--- src/rtl/edge_pkg.sv ---
// edge_pkg: shared frame geometry and loader state encoding for the edge-detection datapath.
package edge_pkg;
    localparam int IMG_W         = 352;
    localparam int IMG_H         = 288;
    localparam int WORDS_PER_ROW = IMG_W / 4;
    localparam int FRAME_WORDS   = WORDS_PER_ROW * IMG_H;
    localparam int RESULT_OFFSET = FRAME_WORDS;

    typedef enum logic [1:0] {IDLE, COLLECT, KICK, WAIT_ACC} loader_state_t;
endpackage

--- src/rtl/pix_pack.sv ---
// pix_pack: packs four accepted bytes into a 32-bit word and holds it in a pending register.
module pix_pack (
    input  logic        clk,
    input  logic        reset,
    input  logic        clr,
    input  logic        accept,
    input  logic [7:0]  pix_data,
    output logic        word_valid,
    output logic [31:0] word
);
    logic [1:0]  lane_q, lane_d;
    logic [23:0] bytes_q, bytes_d;
    logic [31:0] word_q, word_d;
    logic        valid_q, valid_d;
    logic        full;

    // Bytes enter at the top and shift down, so the first pixel of a word lands in bits 7:0.
    always_comb begin
        full    = accept && lane_q == 2'd3;
        lane_d  = clr ? 2'd0 : lane_q + 2'(accept);
        bytes_d = accept ? {pix_data, bytes_q[23:8]} : bytes_q;
        word_d  = full ? {pix_data, bytes_q} : word_q;
        valid_d = full && !clr;
    end

    always_ff @(posedge clk or negedge reset) begin
        if (!reset) begin
            lane_q  <= '0;
            bytes_q <= '0;
            word_q  <= '0;
            valid_q <= 1'b0;
        end else begin
            lane_q  <= lane_d;
            bytes_q <= bytes_d;
            word_q  <= word_d;
            valid_q <= valid_d;
        end
    end

    assign word_valid = valid_q;
    assign word       = word_q;
endmodule

--- src/rtl/pix_loader.sv ---
// pix_loader: streams a grayscale frame into image memory as packed words,
// then kicks the edge-detection accelerator and waits for it to finish.
module pix_loader
    import edge_pkg::*;
#(
    parameter int IMG_W     = edge_pkg::IMG_W,
    parameter int IMG_H     = edge_pkg::IMG_H,
    parameter int BASE_ADDR = 0
) (
    input  logic        clk,
    input  logic        reset,
    input  logic        load,
    input  logic        pix_valid,
    input  logic [7:0]  pix_data,
    input  logic        pix_last,
    output logic        pix_ready,
    output logic [15:0] addr,
    output logic [31:0] dataW,
    output logic        en,
    output logic        we,
    output logic        bus_own,
    output logic        acc_start,
    input  logic        acc_finish,
    output logic        frame_done,
    output logic        err
);
    localparam int          NPIX      = IMG_W * IMG_H;
    localparam logic [16:0] LAST_PIX  = 17'(NPIX - 1);
    localparam logic [14:0] LAST_WORD = 15'(NPIX / 4 - 1);

    loader_state_t state_q, state_d;
    logic [16:0]   pix_cnt_q, pix_cnt_d;
    logic [14:0]   word_cnt_q, word_cnt_d;
    logic          err_q, err_d, done_q, done_d;
    logic          clr, accept, wr, last_wr;
    logic [31:0]   word;

    pix_pack u_pack (
        .clk        (clk),
        .reset      (reset),
        .clr        (clr),
        .accept     (accept),
        .pix_data   (pix_data),
        .word_valid (wr),
        .word       (word)
    );

    always_ff @(posedge clk or negedge reset) begin
        if (!reset) state_q <= IDLE;
        else        state_q <= state_d;
    end

    always_comb begin
        state_d = state_q;
        case (state_q)
            IDLE:     state_d = load ? COLLECT : IDLE;
            COLLECT:  state_d = last_wr ? KICK : COLLECT;
            KICK:     state_d = WAIT_ACC;
            WAIT_ACC: state_d = acc_finish ? IDLE : WAIT_ACC;
            default:  state_d = IDLE;
        endcase
    end

    // The frame ends by count; ready falls in the cycle of the final write.
    always_comb begin
        clr        = state_q == IDLE && load;
        last_wr    = wr && word_cnt_q == LAST_WORD;
        pix_ready  = state_q == COLLECT && !last_wr;
        accept     = pix_valid && pix_ready;
        bus_own    = state_q == COLLECT;
        acc_start  = state_q == KICK;
        en         = wr;
        we         = wr;
        addr       = wr ? 16'(BASE_ADDR) + {1'b0, word_cnt_q} : 16'd0;
        dataW      = wr ? word : 32'd0;
        frame_done = done_q;
        err        = err_q;
    end

    always_comb begin
        pix_cnt_d  = clr ? 17'd0 : pix_cnt_q + 17'(accept);
        word_cnt_d = clr ? 15'd0 : word_cnt_q + 15'(wr);
        err_d      = clr ? 1'b0 : err_q | (accept && (pix_last != (pix_cnt_q == LAST_PIX)));
        done_d     = state_q == WAIT_ACC && acc_finish;
    end

    always_ff @(posedge clk or negedge reset) begin
        if (!reset) begin
            pix_cnt_q  <= '0;
            word_cnt_q <= '0;
            err_q      <= 1'b0;
            done_q     <= 1'b0;
        end else begin
            pix_cnt_q  <= pix_cnt_d;
            word_cnt_q <= word_cnt_d;
            err_q      <= err_d;
            done_q     <= done_d;
        end
    end
endmodule

--- config.mk ---
export PLATFORM = sky130hd
export DESIGN_NAME = pix_loader
export DESIGN_NICKNAME = d
export VERILOG_FILES = /design/src/rtl/edge_pkg.sv /design/src/rtl/pix_pack.sv /design/src/rtl/pix_loader.sv
export SDC_FILE = /design/constraint.sdc
export NUM_CORES = 1
export LEC_CHECK = 0
export CORE_MARGIN = 2
export CORE_UTILIZATION = 44
export DETAILED_ROUTE_END_ITERATION = 12
export GPL_ROUTABILITY_DRIVEN = 0
export GPL_TIMING_DRIVEN = 1
export HOLD_SLACK_MARGIN = 0.02
export PLACE_DENSITY = 0.7
export SLEW_MARGIN = 15
export SYNTH_ARGS = -nofsm -noshare
export SYNTH_HDL_FRONTEND = slang
export SYNTH_SLANG_ARGS = --single-unit
--- constraint.sdc ---
create_clock -name clk -period 2.5 [get_ports clk]
set_input_delay 0.375 -clock clk [delete_from_list [all_inputs] [get_ports clk]]
set_output_delay 0.375 -clock clk [all_outputs]
set_load 0.1 [all_outputs]
==> out/metrics.csv <==
stage,metric,value,unit
floorplan,Initial Util,0.4506,
cts,CTS Buf Count,9,
cts,postcts setup bufs,0,
synthesis,Most used DFF post-synth,dfrtp_1,
synthesis,part of the Yosys area used for sequential elements,0.5447,
synthesis,number of flops mapped to enable cells by yosys,0,
synthesis,fraction of registers with async set/reset,1.000,
floorplan,I/O Pins,69,
critical_path,Slowest Stage Delay on Critical Path,0.44,ns
pwr,P_int,3302,µW
critical_path,crit-path cells,and4_1 -> and4_4 -> nor2_4 -> ha_4 -> ha_4 -> and4_4 -> nand2_4 -> or4_1 -> a21oi_1,
global_routing,vias in the first global route,2987,
floorplan,Vert. Die Dim,103.6,µm
pwr,Flop pwr share,0.468,
drt,via-per-instance ratio,5.077,
pwr,switching power,1667,µW
global_routing,GRT overflow,0,
timing,maximum clock frequency,0.4270,GHz
floorplan,Die X,103.6,µm
timing,min cycle time layout,2.342,ns
global_routing,initial antenna violation count,0,
hold_path,worst hold path type,reg -> reg,
cts,Clock Tree Buf Depth,2,
timing,Worst-Margin Slew,0.5917,ns
synthesis,Post-Syn Area,4364,µm²
drt,WL final,8.852,mm
placed_design,port bufs,67,
timing,RSZ-0062 raised after global routing,false,
synthesis,"top cells by area, synth","dfrtp_1 (54%), mux2_2 (14%), and2_1 (7.7%)",
critical_path,CP Capture Type,register,
cts,CTS H-tree lvls,3,
timing,"Period Utilization, post-route",0.9368,
critical_path,Crit Reg-Reg Endpoint,pix_cnt_q[16],
drt,router iterations before antenna repair,4,
drt,vias after detailed routing,2889,
synthesis,"area leader, netlist",dfrtp_1,
critical_path,Critical Path Sink,pix_cnt_q[16],
synthesis,top cell type's share of synthesized area,0.5447,
critical_path,worst-case reg-to-reg path depth,9,
floorplan,num rows,36,
drt,initial drt markers,127,
timing,count of final hold-check violations,0,
pwr,Clock Power Share,0.236,
drt,DR WL/cell,15.56,µm
run,number of max-cap violations,0,
pwr,maximum vdd drop,0.4424,mV
critical_path,RR Startpoint,word_cnt_q[2],
cts,Worst-Skew Late Latency,0.36,ns
synthesis,#FFs+latches synth,95,
cts,CTS tree,built,
synthesis,Post-Syn Nets,385,
timing,Max Slew Vio Count,0,
critical_path,reg2reg setup slack,0.16,ns
pwr,Logic pwr share,0.296,
pwr,Leakage,0.002474,µW
synthesis,"Distinct cells, synth",41,
pwr,Switching Fraction,0.3355,
pwr,Cell Pwr Density,905.1,nW/µm²
synthesis,Syn. warnings,0,
layout,synthesis-to-layout area growth,25.80,%
cts,Root Buffer,clkbuf_8,
timing,clock skew,0.01651,ns
floorplan,DIE AREA,10730,µm²
critical_path,Critical Path Slowest Stage Cell,dfrtp_1,
synthesis,syn avg cell area,11.92,µm²
critical_path,CP arrival,2.64,ns
critical_path,Setup crit start,word_cnt_q[2],
placed_design,dpl hpwl,5.941,mm
timing,Setup-failing EPs final,0,
critical_path,CP Launch Type,register,
timing,worst hold slack,0.4898,ns
drt,Routed Antenna Nets,0,
status,outcome,"complete, no violations",
critical_path,worst endpoint required time,2.79,ns
layout,layout cells sized above 1,0.3326,
timing,final worst slack,0.1579,ns
layout,Nets,450,
synthesis,cells after synthesis,366,
global_routing,largest net degree at the start of global routing,53,
global_routing,GRT Total Usage,0.1731,
critical_path,Setup CP Type,reg -> reg,
cts,Worst-path clk slew,0.10,ns
global_routing,global-route wire length before repair,14.91,mm
cts,clock sink count,95,
critical_path,"Max FO, Critical Path",7,
placed_design,Setup WS pre-CTS,0.1686,ns
drt,Remaining DRCs,0,
floorplan,CORE AREA,9684,µm²
timing,relative slew slack,0.6055,
layout,n_diodes,0,
[how the worst min path moves through the flow]
stage                           endpoint  slack (ns)      startpoint  cells after the start
after floorplan                      err        0.08           reset                      0
after global placement     pix_cnt_q[16]        0.41           reset                      1
after detailed placement    pix_cnt_q[9]        0.41           reset                      1
after CTS                 u_pack.word[3]        0.50  u_pack.word[3]                      1
after global routing      u_pack.word[3]        0.51  u_pack.word[3]                      1
final                     u_pack.word[3]        0.49  u_pack.word[3]                      1
[metal layers]
metal	track usage	vias to the layer above	share of wire	wire length [µm]
met4	0.03282	0	0.0027	24
met1	0.2268	1420	0.46	4041
met3	0.06419	2	0.061	540
li1	-	1386	-	-
met2	0.2796	81	0.48	4246
met5	0	-	0	0
[flip-flops by register name, indices dropped and copies added (netlist names)]
| name | flops |
|---|---|
| pix_cnt_q | 17 |
| err | 1 |
| frame_done | 1 |
| u_pack.word | 32 |
| u_pack.word_valid | 1 |
| u_pack.bytes_q | 24 |
| u_pack.lane_q | 2 |
| word_cnt_q | 15 |
| state_q | 2 |
[logic make-up (layout without fill, tap and decap cells)]
group | Yosys count | in the layout | synth area share
flip-flops | 95 | 95 | 0.5447
AND/OR/NAND/NOR | 144 | 144 | 0.1941
adder cells (fa/ha/maj) | 5 | 5 | 0.01433
multiplexers | 56 | 56 | 0.1445
other | 1 | 1 | 0.0008593
buffers and inverters | 21 | 91 | 0.02924
XOR/XNOR | 17 | 17 | 0.03412
AO/OA/AOI/OAI | 27 | 27 | 0.03813
[placed cells by master (no fill, tap or decap), types with 6 or more instances in the layout]
| cell type | n |
|---|---|
| clkdlybuf4s50_1 | 12 |
| nor2_1 | 18 |
| nand4_1 | 7 |
| buf_12 | 16 |
| mux2_2 | 55 |
| or3_1 | 6 |
| a21oi_1 | 12 |
| nand3_1 | 12 |
| xor2_1 | 12 |
| nand2_1 | 13 |
| dfrtp_1 | 94 |
| clkbuf_8 | 11 |
| o21ai_0 | 6 |
| buf_4 | 45 |
| and2_1 | 54 |
[final cells by class]
type	count	area (µm²)
inverter	1	3.754
clock inverter	5	85.08
fill	822	4194
clock buffer	11	151.4
tap	133	166.4
timing repair buffer	74	788.3
multi-input combinational	250	1917
sequential	95	2379
[worst max-delay path, delay by kind of cell (launching register included)]
family / cells / cell delay (ns)
simple gates: 6 / 1.39
flops: 1 / 0.44
fa+ha+maj: 2 / 0.31
compound gates: 1 / 0.13
[power groups by stage]
stage	sequential, µW	clock, µW	combinational [µW]
2_1_floorplan	2320	0	1110
3_3_place_gp	2320	0	1460
4_1_cts	2330	1210	1490
6_report	2320	1180	1470
5_1_grt	2400	1280	1580
3_5_place_dp	2360	0	1490
[cells in the mapped netlist (all sizes together), types with 2 or more instances]
| master | n |
|---|---|
| and3 | 3 |
| nand4 | 7 |
| nor3 | 3 |
| a21oi | 12 |
| mux2 | 56 |
| nor2 | 19 |
| and2 | 54 |
| o31ai | 5 |
| or4 | 5 |
| clkbuf | 8 |
| and4 | 4 |
| nor2b | 6 |
| buf | 12 |
| xor2 | 12 |
| nand2 | 16 |
| or3 | 6 |
| and4b | 2 |
| o21ai | 6 |
| nand3 | 12 |
| xnor2 | 5 |
| ha | 5 |
| nand2b | 3 |
| dfrtp | 95 |
[repair_timing]
| action | in CTS | in global routing |
|---|---|---|
| hold buffers | 1 | 0 |
| hold endpoints to repair | 19 | 0 |
| gates resized for setup | 0 | 0 |
[per-stage QoR]
step | total power, µW | setup TNS, ns | instances | util | area, µm²
after floorplan | 3431 | -0.5951 | 366 | - | 4423
after global placement | 3780 | 0 | 552 | 0.5415 | 5244
after detailed placement | 3850 | 0 | 552 | 0.5415 | 5244
after CTS | 5030 | 0 | 569 | 0.5669 | 5490
after global routing | 5261 | 0 | 569 | 0.5669 | 5490
final | 4969 | 0 | 569 | 0.5669 | 5490
(Power assumes the default switching activity.)
